`config.mk`:
```
export PLATFORM = sky130hd
export DESIGN_NAME = adquisicion_carga
export DESIGN_NICKNAME = d
export VERILOG_FILES = /design/src/rtl/adquisicion_carga.sv
export SDC_FILE = /design/constraint.sdc
export NUM_CORES = 1
export LEC_CHECK = 0
export CORE_MARGIN = 8
export CORE_UTILIZATION = 55
export CTS_BUF_LIST = sky130_fd_sc_hd__clkbuf_8
export CTS_CLUSTER_SIZE = 10
export DETAILED_ROUTE_END_ITERATION = 7
export HOLD_SLACK_MARGIN = 0.12
export PLACE_DENSITY = 0.78
export SLEW_MARGIN = 20
export SYNTH_ARGS = -nofsm -noshare
export SYNTH_HDL_FRONTEND = slang
export SYNTH_SLANG_ARGS = --single-unit
export TNS_END_PERCENT = 100
```
`constraint.sdc`:
```
create_clock -name clk -period 4.7 [get_ports clk]
set_clock_uncertainty 0.15 [all_clocks]
set_input_delay 0.47 -clock clk [delete_from_list [all_inputs] [get_ports clk]]
set_output_delay 0.47 -clock clk [all_outputs]
set_load 0.005 [all_outputs]
```
`src/rtl/adquisicion_carga.sv`:
```
// Two-channel battery charge acquisition: windowed averaging with sensor timeout detection.
// Optional build macro ADQ_HISTERESIS_EN adds output hysteresis on steady-state windows.
module adquisicion_carga #(
  parameter int VENTANA_LOG2   = 2,
  parameter int TIMEOUT_CICLOS = 16
) (
  input  logic       clk,
  input  logic       rst_n,
  input  logic [3:0] muestra_bateria1,
  input  logic [3:0] muestra_bateria2,
  input  logic       muestra_valida,
  output logic [3:0] carga_bateria1,
  output logic [3:0] carga_bateria2,
  output logic       carga_valida,
  output logic       listo,
  output logic       falla_sensor,
  output logic [1:0] estado_dbg
);

  // Handshake: there is no backpressure. A sample pair is accepted on every
  // rising edge where muestra_valida=1; carga_valida is a one-cycle pulse per window.

  localparam int AW = 4 + VENTANA_LOG2;
  localparam logic [VENTANA_LOG2-1:0] CNT_LAST = '1;
  localparam logic [VENTANA_LOG2-1:0] CNT_ONE  = 1;
  localparam logic [15:0] TIMEOUT = 16'(TIMEOUT_CICLOS);

  localparam logic [1:0] LLENANDO = 2'd0;
  localparam logic [1:0] ESTABLE  = 2'd1;
  localparam logic [1:0] FALLA    = 2'd2;

  logic [1:0]              state_q, state_d;
  logic [AW-1:0]           acc1_q, acc1_d, acc2_q, acc2_d;
  logic [VENTANA_LOG2-1:0] cnt_q, cnt_d;
  logic [15:0]             idle_q, idle_d;
  logic [3:0]              carga1_q, carga1_d, carga2_q, carga2_d;
  logic                    valida_q, valida_d;

  logic [AW-1:0] sum1, sum2, sh1, sh2;
  logic [3:0]    avg1, avg2;
  logic          fin_ventana;

`ifdef ADQ_HISTERESIS_EN
  // A steady output only moves for a step of 2 or more, or to either rail.
  function automatic logic cambia(input logic [3:0] nuevo, input logic [3:0] viejo);
    logic [3:0] diff;
    diff = (nuevo > viejo) ? (nuevo - viejo) : (viejo - nuevo);
    return (diff >= 4'd2) || (nuevo == 4'd0) || (nuevo == 4'd15);
  endfunction
`endif

  always_comb begin
    sum1 = acc1_q + {{VENTANA_LOG2{1'b0}}, muestra_bateria1};
    sum2 = acc2_q + {{VENTANA_LOG2{1'b0}}, muestra_bateria2};
    sh1  = sum1 >> VENTANA_LOG2;
    sh2  = sum2 >> VENTANA_LOG2;
    avg1 = sh1[3:0];
    avg2 = sh2[3:0];
    fin_ventana = muestra_valida && (cnt_q == CNT_LAST);

    state_d  = state_q;
    acc1_d   = acc1_q;
    acc2_d   = acc2_q;
    cnt_d    = cnt_q;
    idle_d   = idle_q;
    carga1_d = carga1_q;
    carga2_d = carga2_q;
    valida_d = 1'b0;

    if (muestra_valida) begin
      // An accepted sample always beats a timeout landing on the same edge.
      idle_d = '0;
      if (fin_ventana) begin
        acc1_d   = '0;
        acc2_d   = '0;
        cnt_d    = '0;
        valida_d = 1'b1;
        state_d  = ESTABLE;
`ifdef ADQ_HISTERESIS_EN
        if (state_q == ESTABLE) begin
          if (cambia(avg1, carga1_q)) carga1_d = avg1;
          if (cambia(avg2, carga2_q)) carga2_d = avg2;
        end else begin
          carga1_d = avg1;
          carga2_d = avg2;
        end
`else
        carga1_d = avg1;
        carga2_d = avg2;
`endif
      end else begin
        acc1_d = sum1;
        acc2_d = sum2;
        cnt_d  = cnt_q + CNT_ONE;
        if (state_q == FALLA) state_d = LLENANDO;
      end
    end else begin
      if (idle_q != TIMEOUT) idle_d = idle_q + 16'd1;
      if ((state_q != FALLA) && (idle_d == TIMEOUT)) begin
        state_d  = FALLA;
        acc1_d   = '0;
        acc2_d   = '0;
        cnt_d    = '0;
        carga1_d = '0;
        carga2_d = '0;
      end
    end
  end

  always_ff @(posedge clk) begin
    if (!rst_n) begin
      state_q  <= LLENANDO;
      acc1_q   <= '0;
      acc2_q   <= '0;
      cnt_q    <= '0;
      idle_q   <= '0;
      carga1_q <= '0;
      carga2_q <= '0;
      valida_q <= 1'b0;
    end else begin
      state_q  <= state_d;
      acc1_q   <= acc1_d;
      acc2_q   <= acc2_d;
      cnt_q    <= cnt_d;
      idle_q   <= idle_d;
      carga1_q <= carga1_d;
      carga2_q <= carga2_d;
      valida_q <= valida_d;
    end
  end

  assign carga_bateria1 = carga1_q;
  assign carga_bateria2 = carga2_q;
  assign carga_valida   = valida_q;
  assign listo          = (state_q == ESTABLE);
  assign falla_sensor   = (state_q == FALLA);
  assign estado_dbg     = state_q;

endmodule

```
# Word level (Yosys, flattened, before mapping)
# Cells that the tools add are included.
# word_totals
output_inout_bits,13
n_memories,0
elab_cells,48
reg_bits,41
input_bits,11
ram_bits,0
rom_bits,0
latchBits,0
# classes
multipliers,0
reduce_logical,7
add_sub_neg,4
muxes,20
shift,0
bitwise,1
order_cmp,0
n_eq_ne,8
n_div,0
# op_table
op,count
two-way mux 16 bit,2
two-way mux 6 bit,5
two-way mux 4 bit,5
adder 16 x 1 -> 16 bit (second input constant),1
== test 16 x 5 -> 1 bit (second input constant),1
inequality test 16 x 5 -> 1 bit (second input constant),1
two-way mux 2 bit,7
adder 6 x 4 -> 6 bit,2
AND reduction 2 bit,3
== test 2 bit (second input constant),2
inequality test 3 x 1 -> 1 bit (second input constant),1
adder 2 x 1 -> 2 bit (second input constant),1
== test 2 x 1 -> 1 bit (second input constant),1
logical AND 1 bit,2
inequality test 2 x 1 -> 1 bit (second input constant),1
inequality test 2 bit (second input constant),1
nonzero test 2 bit,1
OR reduction 2 bit,1
two-way mux 1 bit,1
NOT 1 bit,1

# Longest topological paths before layout
# logic_depth
word_depth,7
ltp_mapped,9
ltp_nobuf,8

# Least setup slack after synthesis
# OpenSTA, ideal clock, no wires.
# synth_timing
path_type,reg-to-reg
startpoint,register idle_q[0]
endpoint,register acc1_q[3]
required_ns,4.433
n_path_buf,2
synth_period_minus_slack_ns,2.428
slack_ns,2.272
setup_ns,0.117
arrival_ns,2.161
stages_incl_launch_ff,10
path_cell_list,dfxtp_1 > ha_1 > buf_2 > nand4_1 > nor3_1 > mux2i_1 > o2111ai_2 > o21ba_4 > buf_8 > a22o_1
# synth_via
elab_chain_len,6
elab_cells_between_ends,7
cone_classes,add/sub: 1; eq/ne: 2; mux: 2; reduce/logical: 2
# synth_rtl
item,line_no,source
start: declaration,35,"logic [15:0] idle_q, idle_d;"
start signal: assignment,125,idle_q <= idle_d;
adder 16 x 1 -> 16 bit / inequality test 16 x 5 -> 1 bit (equally long branches),98,if (idle_q != TIMEOUT) idle_d = idle_q + 16'd1;
two-way mux 16 bit (*),98,
two-way mux 16 bit (*),70,if (muestra_valida) begin
== test 16 x 5 -> 1 bit (*),99,if ((state_q != FALLA) && (idle_d == TIMEOUT)) begin
logical AND 1 bit (*),99,
nonzero test 2 bit (no source line) (*),n/a,
end signal: assignment,113,acc1_q <= '0;
end signal: assignment,122,acc1_q <= acc1_d;
end: declaration,33,"logic [AW-1:0] acc1_q, acc1_d, acc2_q, acc2_d;"
# Every way passes the cells marked *; elsewhere a longest branch is shown, timed or not. The select of a mux whose other input is x is not followed.
# A chain may end at the register's enable or synchronous reset.

# Worst setup path after layout
# layout_timing
startpoint,register idle_q[0]
endpoint,register acc2_q[5]
# layout_via
elab_chain_len,6
elab_cells_between_ends,7
cone_classes,add/sub: 1; eq/ne: 2; mux: 2; reduce/logical: 2
# layout_rtl
item,line_no,source
adder 16 x 1 -> 16 bit / inequality test 16 x 5 -> 1 bit (equally long branches),98,
two-way mux 16 bit (*),98,
two-way mux 16 bit (*),70,
== test 16 x 5 -> 1 bit (*),99,
logical AND 1 bit (*),99,
nonzero test 2 bit (no source line) (*),n/a,
end signal: assignment,114,acc2_q <= '0;
end signal: assignment,123,acc2_q <= acc2_d;
end: declaration,33,
# Marks and branches as above.

==> impl_metrics.json <==
{
  "vias": 1707,
  "gr-usage-all-layers_pct": 15.5,
  "via_per_inst": 5.67,
  "critical_path_class": "reg2reg",
  "antenna_cells": 0,
  "r2r_start": "idle_q[0]",
  "relSlewSlack_pct": 51.9,
  "grt_overflow": 0,
  "grt_pass1_vias": 1723,
  "antenna_found_initial": 0,
  "cts-buffers-inserted": 5,
  "core_area_sq_um": 3940,
  "grt_pass1_wl_um": 7940,
  "postCtsSetupRepairBufs": 0,
  "drv_slew": 0,
  "die_h_um": 79.7,
  "synth_top_family_by_area": "simple AND/OR/NAND/NOR gates",
  "n_fill_cell": 326,
  "die_w_um": 79.7,
  "area_growth_pct": 15.0,
  "outcome": "complete, no violations",
  "dieArea_sq_um": 6350,
  "arrival_ps": 2830,
  "cts_buffer_depth": 2,
  "instances_no_fill": 301,
  "powerDensity_nw_per_um2": 294,
  "synth.mux.area_fraction_pct": 4.04,
  "clkTransAtPathRegs_ps": 80,
  "insertion_delay_ps": 300,
  "dr.pass1.iters": 4,
  "place_congestion": 0.787,
  "final_cell_mix": "dfxtp_1 (41), nor2_1 (26), clkdlybuf4s50_1 (23)",
  "period_share_pct": 59.3,
  "path_max_fanout": 14,
  "cts.repair.resized": 0,
  "synth-compound-area-share_pct": 14.6,
  "fin_util_pct": 65.1,
  "setup_viol": 0,
  "cts_tree": "done",
  "drt_iter0_drc": 51,
  "holdWs_ps": 316,
  "cp-end-kind": "flop",
  "cts_root_buf": "clkbuf_8",
  "portBuffers": 23,
  "synth_area_sq_um": 2230,
  "rows": 23,
  "synth-edff-count": 0,
  "nets": 274,
  "dpl.hpwl_um": 3140,
  "clock-sinks": 41,
  "grt_max_degree": 20,
  "dp.cells": 293,
  "ys_types": 48,
  "min_path_cells": 2,
  "hold_viol_final": 0,
  "htree_levels": 2,
  "wl_per_cell_um": 14.8,
  "final_layout_size_suffix_gt1_share_pct": 9.96,
  "synth_ff_type": "dfxtp_1",
  "start_util_pct": 56.6,
  "max_cap_violations": 0,
  "hp-class": "reg2reg",
  "ant_nets": 0,
  "hold_end": "carga_bateria1[2]",
  "drt-total-wl_um": 4470,
  "ctsHoldBuffers": 0,
  "synth_xor_xnor_area_share_pct": 8.63,
  "avgSynthCellArea_sq_um": 9.58,
  "fmax_mhz": 359,
  "yosys.area_share.simple_pct": 24.2,
  "grt_setup_unrepaired": "false",
  "yosys_warnings": 0,
  "final_common_cell": "dfxtp_1",
  "synth_fp_nets": 257,
  "required_ps": 4750,
  "async_flop_share_pct": 0,
  "io_pins": 24,
  "min_period_ps": 2790,
  "worst_slew_pin_slew_ps": 721,
  "power.total_mw": 0.754,
  "ys_ff_latch": 41,
  "leakage_nw": 0.957,
  "synthAdderAreaFrac_pct": 7.96,
  "reg2reg_slack_ps": 1910,
  "ff2ff_path_depth": 7,
  "ys_seq_area_share_pct": 36.8,
  "start_kind": "flop",
  "drc": 0,
  "syn_inst": 233,
  "r2r-end": "acc2_q[5]",
  "vdd_drop_max_uv": 160,
  "tns_ps": 0,
  "min_from": "carga_bateria1[2]"
}
## per-stage QoR
step / setup slack, ps / instance area (sq um)
CTS: 1910 / 2570
floorplan: 2270 / 2230
finish: 1910 / 2570
global route: 1670 / 2570
detailed placement: 1930 / 2450
global placement: 1970 / 2450
## registers in the layout (all words and copies together), names as in the netlist
name and flops:
acc2_q 6, carga_bateria1 4, carga_bateria2 4, carga_valida 1, estado_dbg 2, acc1_q 6
idle_q 16, cnt_q 2
## critical path, cell delays in order (launching register included)
cell	delay (ps)
dfxtp_1	440
ha_1	400
nand4_1	160
nor3_1	390
mux2i_1	300
o2111ai_2	230
o21ba_4	320
a211o_1	300
## how the worst max path moves through the flow
| stage | startpoint | to | slack (ps) | cells after the start |
|---|---|---|---|---|
| after floorplan | idle_q[0] | acc1_q[3] | 2270 | 9 |
| after global placement | idle_q[0] | acc2_q[5] | 1970 | 7 |
| after detailed placement | idle_q[0] | acc2_q[5] | 1930 | 7 |
| after CTS | idle_q[0] | acc2_q[5] | 1910 | 7 |
| after global routing | idle_q[0] | acc2_q[5] | 1670 | 7 |
| final | idle_q[0] | acc2_q[5] | 1910 | 7 |
## routing by layer
layer / part of all wire [%] / routed length, um / track usage [%] / vias to the layer above
li1: - / - / - / 869
met1: 46 / 2070 / 18.3 / 806
met2: 50 / 2210 / 26.2 / 22
met3: 2.2 / 97 / 4.05 / 10
met4: 1.9 / 87 / 6.11 / 0
met5: 0 / 0 / 0 / -
## power breakdown
group / internal (mW) / switching, mW
sequential: 0.360 / 0.00995
clock: 0.173 / 0.125
combinational: 0.0446 / 0.0423
## cell type report
class,instances,area [sq um],share of cell area [%]
sequential,41,821,32.0
tap,50,62.6,2.44
inverter,2,7.51,0.293
clock inverter,2,37.5,1.46
clock buffer,6,82.6,3.22
multi-input combinational,177,1330,51.6
timing repair buffer,23,230,8.97
## synthesized netlist by cell type, types with 2 or more instances
| cell type | number | area [sq um] |
|---|---|---|
| dfxtp_1 | 41 | 821 |
| nor2_1 | 26 | 97.6 |
| nand2_1 | 16 | 60.1 |
| xnor2_1 | 13 | 114 |
| a21oi_1 | 12 | 60.1 |
| ha_1 | 11 | 138 |
| a22o_1 | 9 | 78.8 |
| nor3_1 | 9 | 45.0 |
| xor2_1 | 9 | 78.8 |
| nand3_1 | 7 | 35.0 |
| and3_1 | 6 | 37.5 |
| clkbuf_1 | 5 | 18.8 |
| nand4_1 | 5 | 31.3 |
| nor2b_1 | 5 | 31.3 |
| a211oi_1 | 4 | 30.0 |
| o21ai_0 | 4 | 20.0 |
| and4_1 | 3 | 26.3 |
| buf_2 | 3 | 15.0 |
| mux2i_1 | 3 | 30.0 |
| or2_2 | 3 | 18.8 |
| a211o_1 | 2 | 17.5 |
| a21o_1 | 2 | 15.0 |
| and2_1 | 2 | 12.5 |
| buf_4 | 2 | 15.0 |
| fa_1 | 2 | 40.0 |
| inv_1 | 2 | 7.51 |
| mux2_2 | 2 | 22.5 |
| nor4_2 | 2 | 25.0 |
| o21a_1 | 2 | 15.0 |
| o2bb2ai_1 | 2 | 17.5 |
| or3_1 | 2 | 12.5 |
## logic make-up after synthesis
group | count (synthesis)
xor gates and xnor gates | 22
buffers and inverters | 15
DFF | 41
AOI/OAI and AO/OA | 42
muxes | 7
adders and majority gates | 13
and+or+nand+nor | 93
Note: power is estimated with default switching activity, not from simulation.
